`src/rtl/gpu_pkg.sv`:
```
// Shared GP0/GP1 definitions for the gpu command path: opcode groups,
// flush opcodes, polyline terminator, decoder states and packet-length helpers.
package gpu_pkg;

   // GP0 opcode groups, selected by op[7:5]
   localparam logic [2:0] OPC_POLY     = 3'b001;
   localparam logic [2:0] OPC_LINE     = 3'b010;
   localparam logic [2:0] OPC_RECT     = 3'b011;
   localparam logic [2:0] OPC_COPY     = 3'b100;
   localparam logic [2:0] OPC_CPU2VRAM = 3'b101;
   localparam logic [2:0] OPC_VRAM2CPU = 3'b110;
   localparam logic [7:0] OP_FILL      = 8'h02;

   localparam logic [7:0] GP1_RESET  = 8'h00;
   localparam logic [7:0] GP1_CMDRST = 8'h01;

   localparam logic [31:0] POLYLINE_TERM_MASK = 32'hF000F000;
   localparam logic [31:0] POLYLINE_TERM_VAL  = 32'h50005000;

   typedef enum logic [1:0] {HEAD, PARAM, XFER, POLYLINE} gp0_state_t;

   // Fixed packet length in words; polylines are open-ended and report 0.
   function automatic logic [3:0] gp0_len(input logic [31:0] w);
      logic [3:0] n;
      n = w[27] ? 4'd4 : 4'd3;
      case (w[31:29])
         OPC_POLY:     gp0_len = 4'd1 + n + (w[26] ? n : 4'd0) + (w[28] ? n - 4'd1 : 4'd0);
         OPC_LINE:     gp0_len = w[27] ? 4'd0 : (w[28] ? 4'd4 : 4'd3);
         OPC_RECT:     gp0_len = 4'd2 + {3'd0, w[26]} + {3'd0, (w[28:27] == 2'b00)};
         OPC_COPY:     gp0_len = 4'd4;
         OPC_CPU2VRAM: gp0_len = 4'd3;
         OPC_VRAM2CPU: gp0_len = 4'd3;
         default:      gp0_len = (w[31:24] == OP_FILL) ? 4'd3 : 4'd1;
      endcase
   endfunction

   // Halfword pairs in a CPU->VRAM transfer; a zero size field means the maximum.
   function automatic logic [19:0] xfer_words(input logic [9:0] w_fld, input logic [8:0] h_fld);
      logic [20:0] wd;
      logic [20:0] ht;
      logic [20:0] prod;
      wd   = {11'd0, w_fld - 10'd1} + 21'd1;
      ht   = {12'd0, h_fld - 9'd1} + 21'd1;
      prod = wd * ht;
      xfer_words = 20'((prod + 21'd1) >> 1);
   endfunction

endpackage

```
`src/rtl/gp0_fifo.sv`:
```
// DEPTH x 32 synchronous FIFO with first-word-fall-through head and a flush
// that empties it in one cycle, overriding any same-cycle push or pop.
module gp0_fifo #(
   parameter int DEPTH = 16,
   parameter int LVL_W = $clog2(DEPTH) + 1
) (
   input  logic             clk,
   input  logic             rst,
   input  logic             flush,
   input  logic             push,
   input  logic [31:0]      wdata,
   input  logic             pop,
   output logic [31:0]      rdata,
   output logic             full,
   output logic             empty,
   output logic [LVL_W-1:0] level
);

   localparam int AW = $clog2(DEPTH);

   logic [31:0]   mem [DEPTH];
   logic [AW-1:0] wr_ptr;
   logic [AW-1:0] rd_ptr;
   logic          push_ok;
   logic          pop_ok;

   assign empty = (level == '0);
   assign full  = (level == LVL_W'(DEPTH));

   // A pop frees the slot this cycle, so a push into a full FIFO still lands.
   assign pop_ok  = pop && !empty && !flush;
   assign push_ok = push && !flush && (!full || pop_ok);

   // Gate the head so it reads zero whenever nothing valid is stored.
   assign rdata = empty ? 32'd0 : mem[rd_ptr];

   // NOTE: storage has no reset; validity is carried entirely by the pointers.
   always_ff @(posedge clk) begin
      if (push_ok) mem[wr_ptr] <= wdata;
   end

   always_ff @(posedge clk or negedge rst) begin
      if (!rst) begin
         wr_ptr <= '0;
         rd_ptr <= '0;
         level  <= '0;
      end else if (flush) begin
         wr_ptr <= '0;
         rd_ptr <= '0;
         level  <= '0;
      end else begin
         if (push_ok) wr_ptr <= wr_ptr + AW'(1);
         if (pop_ok)  rd_ptr <= rd_ptr + AW'(1);
         if (push_ok && !pop_ok)      level <= level + LVL_W'(1);
         else if (pop_ok && !push_ok) level <= level - LVL_W'(1);
      end
   end

endmodule

```
`src/rtl/gp0_cmd_queue.sv`:
```
// GP0 command queue: buffers GP0 words, marks packet boundaries by decoding
// each head opcode, and drives the GPUSTAT ready bits and GP1 flushes.
module gp0_cmd_queue
   import gpu_pkg::*;
#(
   parameter int DEPTH = 16,
   parameter int LVL_W = $clog2(DEPTH) + 1
) (
   input  logic             clk,
   input  logic             rst,
   input  logic             to_gp0,
   input  logic             to_gp1,
   input  logic [31:0]      main_bus,
   output logic [31:0]      cmd_word,
   output logic             cmd_valid,
   output logic             cmd_first,
   output logic             cmd_last,
   input  logic             cmd_ack,
   output logic             rdy_cmd,
   output logic             rdy_dma,
   output logic             overflow,
   output logic [LVL_W-1:0] level
);

   gp0_state_t  state, state_nxt;
   logic [19:0] rem, rem_nxt;
   logic        is_xfer, is_xfer_nxt;
   logic        shaded, shaded_nxt;
   logic        want_vtx, want_vtx_nxt;
   logic [1:0]  vcnt, vcnt_nxt;
   logic        flush, pop_fire, full, empty, drop;
   logic [3:0]  head_len;
   logic        head_poly, term;

   assign flush    = to_gp1 && (main_bus[31:24] == GP1_RESET || main_bus[31:24] == GP1_CMDRST);
   assign cmd_valid = !empty;
   assign pop_fire = cmd_valid && cmd_ack && !flush;
   assign drop     = to_gp0 && full && !pop_fire && !flush;

   gp0_fifo #(.DEPTH(DEPTH), .LVL_W(LVL_W)) u_fifo (
      .clk   (clk),
      .rst   (rst),
      .flush (flush),
      .push  (to_gp0),
      .wdata (main_bus),
      .pop   (pop_fire),
      .rdata (cmd_word),
      .full  (full),
      .empty (empty),
      .level (level)
   );

   assign head_len  = gp0_len(cmd_word);
   assign head_poly = (cmd_word[31:29] == OPC_LINE) && cmd_word[27];
   assign term      = (cmd_word & POLYLINE_TERM_MASK) == POLYLINE_TERM_VAL;
   assign cmd_first = cmd_valid && (state == HEAD);
   assign rdy_cmd   = empty && (state == HEAD);
   assign rdy_dma   = level < LVL_W'(DEPTH - 1);

   always_comb begin
      state_nxt    = state;
      rem_nxt      = rem;
      is_xfer_nxt  = is_xfer;
      shaded_nxt   = shaded;
      want_vtx_nxt = want_vtx;
      vcnt_nxt     = vcnt;
      cmd_last     = 1'b0;
      case (state)
         HEAD: begin
            cmd_last = cmd_valid && !head_poly && (head_len == 4'd1);
            if (pop_fire) begin
               if (head_poly) begin
                  state_nxt    = POLYLINE;
                  shaded_nxt   = cmd_word[28];
                  want_vtx_nxt = 1'b1;
                  vcnt_nxt     = 2'd0;
               end else if (head_len != 4'd1) begin
                  state_nxt   = PARAM;
                  rem_nxt     = {16'd0, head_len} - 20'd1;
                  is_xfer_nxt = (cmd_word[31:29] == OPC_CPU2VRAM);
               end
            end
         end
         PARAM: begin
            // Size word of a CPU->VRAM packet hands over to the data phase instead of ending it.
            cmd_last = cmd_valid && (rem == 20'd1) && !is_xfer;
            if (pop_fire) begin
               if (rem != 20'd1) begin
                  rem_nxt = rem - 20'd1;
               end else if (is_xfer) begin
                  rem_nxt   = xfer_words(cmd_word[9:0], cmd_word[24:16]);
                  state_nxt = XFER;
               end else begin
                  state_nxt = HEAD;
               end
            end
         end
         XFER: begin
            cmd_last = cmd_valid && (rem == 20'd1);
            if (pop_fire) begin
               if (rem == 20'd1) state_nxt = HEAD;
               else              rem_nxt   = rem - 20'd1;
            end
         end
         POLYLINE: begin
            cmd_last = cmd_valid && term && (vcnt == 2'd2);
            if (pop_fire) begin
               if (cmd_last) begin
                  state_nxt = HEAD;
               end else begin
                  // Shaded polylines interleave colour words between vertices.
                  if ((!shaded || want_vtx) && vcnt != 2'd2) vcnt_nxt = vcnt + 2'd1;
                  if (shaded) want_vtx_nxt = !want_vtx;
               end
            end
         end
         default: state_nxt = HEAD;
      endcase
      if (flush) state_nxt = HEAD;
   end

   always_ff @(posedge clk or negedge rst) begin
      if (!rst) begin
         state    <= HEAD;
         rem      <= '0;
         is_xfer  <= 1'b0;
         shaded   <= 1'b0;
         want_vtx <= 1'b0;
         vcnt     <= '0;
         overflow <= 1'b0;
      end else begin
         state    <= state_nxt;
         rem      <= rem_nxt;
         is_xfer  <= is_xfer_nxt;
         shaded   <= shaded_nxt;
         want_vtx <= want_vtx_nxt;
         vcnt     <= vcnt_nxt;
         if (to_gp1 && main_bus[31:24] == GP1_RESET) overflow <= 1'b0;
         else if (drop)                              overflow <= 1'b1;
      end
   end

endmodule
```
`config.mk`:
```
export PLATFORM = sky130hd
export DESIGN_NAME = gp0_cmd_queue
export DESIGN_NICKNAME = d
export VERILOG_FILES = /design/src/rtl/gpu_pkg.sv /design/src/rtl/gp0_fifo.sv /design/src/rtl/gp0_cmd_queue.sv
export SDC_FILE = /design/constraint.sdc
export NUM_CORES = 1
export LEC_CHECK = 0
export ABC_AREA = 1
export ABC_CLOCK_PERIOD_IN_PS = 12700
export CAP_MARGIN = 30
export CORE_ASPECT_RATIO = 0.7
export CORE_MARGIN = 3
export CORE_UTILIZATION = 57
export CTS_CLUSTER_SIZE = 14
export DETAILED_ROUTE_END_ITERATION = 8
export PLACE_DENSITY = 0.75
export SKIP_LAST_GASP = 1
export SLEW_MARGIN = 30
export SYNTH_ARGS = -nofsm -noshare
export SYNTH_HDL_FRONTEND = slang
export SYNTH_HIERARCHICAL = 1
export SYNTH_SLANG_ARGS = --single-unit
```
`constraint.sdc`:
```
create_clock -name clk -period 12.7 [get_ports clk]
set_input_delay 2.54 -clock clk [delete_from_list [all_inputs] [get_ports clk]]
set_output_delay 2.54 -clock clk [all_outputs]
set_load 0.02 [all_outputs]
```
==> impl_metrics.py <==
metrics = {
    "sta": {
        "finalSetupViolCount": 0,
        "tightest_slew_ns": 1.008,
        "drv_slew": 0,
        "slew_headroom_pct": 32.54,
        "fin_skew_ns": 0.03812,
        "timing.fmax_mhz": 102.5,
        "tns_ns": 0,
        "min_period_ns": 9.759,
        "rsz0062_at_grt": "no",
        "finalWorstSetupSlack_ns": 2.941,
        "min_period_over_period_pct": 76.84,
        "hold_viol_final": 0,
    },
    "place": {
        "place_area_mm2": 0.03008,
        "gp_congestion": 0.9234,
        "port_buffers": 79,
        "dp_slack_ns": 3.168,
        "hpwl_mm": 44.34,
    },
    "cts": {
        "cts_made_buffers": 51,
        "htreeDepth": 2,
        "cts.clk_slew.worst_paths_ns": 0.07,
        "post_cts_buffers": 0,
        "cts_root_buf": "clkbuf_16",
        "clockBufferDepth": 3,
        "clock_sinks": 553,
        "clock_latency_ns": 0.63,
        "cts_tree": "done",
        "postCtsResizedCells": 0,
        "hold_buffers": 0,
    },
    "synthesis": {
        "synthTopCellsByArea": "edfxtp_1 53%, nand2_1 11%, fa_1 5.0%",
        "syn_avg_cell_area_um2": 9.926,
        "synth_cell_type_count": 54,
        "synth.cell_area_mm2": 0.02877,
        "yosysTopAreaCell": "edfxtp_1",
        "synth_fp_nets": 3090,
        "yosysTopAreaCellShare_pct": 53.45,
        "ys_ff_latch": 553,
        "syn_inst": 2898,
        "synth-seq-area-share_pct": 57.02,
        "synth-edff-count": 512,
        "yosys_most_used_dff": "edfxtp_1",
        "ys_warn_count": 6,
        "synthArstFlopShare_pct": 7.414,
    },
    "job": {
        "cap_violations": 0,
    },
    "routing": {
        "wire_per_inst_um": 20.06,
        "dr.pass1.iters": 5,
        "routed_wl_mm": 73.22,
        "drc": 0,
        "routed_via_density": 5.737,
        "vias": 20940,
        "antenna_left": 0,
        "drt_iter0_drc": 2470,
    },
    "worst_setup_path": {
        "cp_max_fo": 87,
        "r2r_setup_slack_ns": 2.94,
        "path_buf_inv": 8,
        "critPathMostFrequentCell": "nand2_1",
        "slowest_delay_ns": 0.84,
        "cp_top_family": "adder cells",
        "cp.arrival_ns": 10.32,
        "cp-start-kind": "flip-flop",
        "crit_type": "reg2reg",
        "timing.critical_path.to_type": "flip-flop",
        "crit_slowest_cell": "buf_4",
        "required_ns": 13.26,
    },
    "floorplanning": {
        "die_h_um": 194.0,
        "fp.coreArea_mm2": 0.04960,
        "dieArea_mm2": 0.05324,
        "rows": 68,
        "die_x_um": 274.5,
        "start_util_pct": 57.99,
        "ioPinCount": 80,
    },
    "global_routing": {
        "grt_usage_pct": 27.72,
        "antenna_found_initial": 1,
        "overflow": 0,
        "grt_max_degree": 156,
        "grt_pass1_vias": 20470,
        "grt_first_pass_wirelength_mm": 114.6,
    },
    "layout": {
        "final_cell_mix": "878 x nand2_1, 512 x edfxtp_1, 287 x nor2_1",
        "syn_to_final_growth_pct": 10.07,
        "postLayoutCellArea_mm2": 0.03166,
        "fin_nets": 3140,
        "diodes": 0,
        "drive_above_1_share_pct": 6.533,
        "fillers": 3907,
        "final_common_cell": "nand2_1",
    },
    "run_status": {
        "status": "finished, final reports clean",
    },
    "min_path": {
        "hp-class": "reg2reg",
    },
}
==> tightest hold or removal path, stage by stage, from the launching register on <==
cell and delay (ns):
dfrtp_1 0.35, nand2_1 0.06, o31ai_1 0.06
==> area by class of cell <==
type                    instances  area [µm²]  share of cell area, %
clock buffers                  68        1361                  4.300
clock inverters                22       207.7                 0.6560
multi-input cells            1992       10900                  34.43
flip-flops and latches        553       16410                  51.83
well taps                     665       832.0                  2.628
inverters                     240       915.9                  2.893
repair buffers                110        1033                  3.264
==> worst paths after layout <==
| path | startpoint | endpoint | cells past startpoint |
|---|---|---|---|
| setup reg to reg | u_fifo/rd_ptr[0]$_DFFE_PN0P_ | rem[10]$_DFFE_PN0P_ | 37 |
| setup / recovery | u_fifo/rd_ptr[0]$_DFFE_PN0P_ | rem[10]$_DFFE_PN0P_ | 37 |
| hold reg to reg | vcnt[1]$_DFFE_PN0P_ | vcnt[1]$_DFFE_PN0P_ | 2 |
| max in group asynchronous | rst | u_fifo/rd_ptr[0]$_DFFE_PN0P_ | 1 |
| hold / removal | vcnt[1]$_DFFE_PN0P_ | vcnt[1]$_DFFE_PN0P_ | 2 |
| min in group asynchronous | rst | rem[16]$_DFFE_PN0P_ | 1 |
==> sequential cells by signal, summed over array words and instances, names as in the netlist <==
name and count:
u_fifo/mem 512, rem 20, u_fifo/level 5, u_fifo/rd_ptr 4
u_fifo/wr_ptr 4, state 2, vcnt 2, is_xfer 1
overflow 1, shaded 1, want_vtx 1
==> synthesized netlist by cell type, drive strengths merged (4+ instances only) <==
cell type,instances
nand2,892
edfxtp,512
nor2,322
inv,236
a21oi,213
o21ai,134
nand3,109
buf,85
ha,83
fa,72
dfrtp,41
o22ai,33
a21boi,32
xor2,32
clkbuf,28
nor3,13
xnor2,13
nand4,11
or2,10
clkinv,4
o211ai,4
==> per-layer routing <==
metal	global-route usage, %	wire, µm	part of all wire [%]
met5	0	13	0.018
met4	7.859	1817	2.5
met3	5.047	7226	9.9
met1	40.95	31390	43
met2	42.45	32780	45
==> kinds of logic after synthesis <==
family | Yosys count | synth area share (%)
compound gates | 426 | 7.977
simple gates | 1365 | 19.28
fa+ha+maj | 155 | 8.621
xor+xnor | 45 | 1.553
other cells | 1 | 0.01304
buf+inv | 353 | 5.537
flops | 553 | 57.02
==> metrics by stage <==
| step | util, % | hold WS, ns | cells |
|---|---|---|---|
| 2_1_floorplan | - | 0.4530 | 2898 |
| 3_3_place_gp | 60.64 | 0.4713 | 3560 |
| 3_5_place_dp | 60.64 | 0.4841 | 3560 |
| 4_1_cts | 63.81 | 0.5005 | 3650 |
| 5_1_grt | 63.83 | 0.5312 | 3650 |
| 6_report | 63.83 | 0.5005 | 3650 |
Power is not shown: default switching activity piles up to over one toggle a cycle in this logic, so the estimate is an artifact.
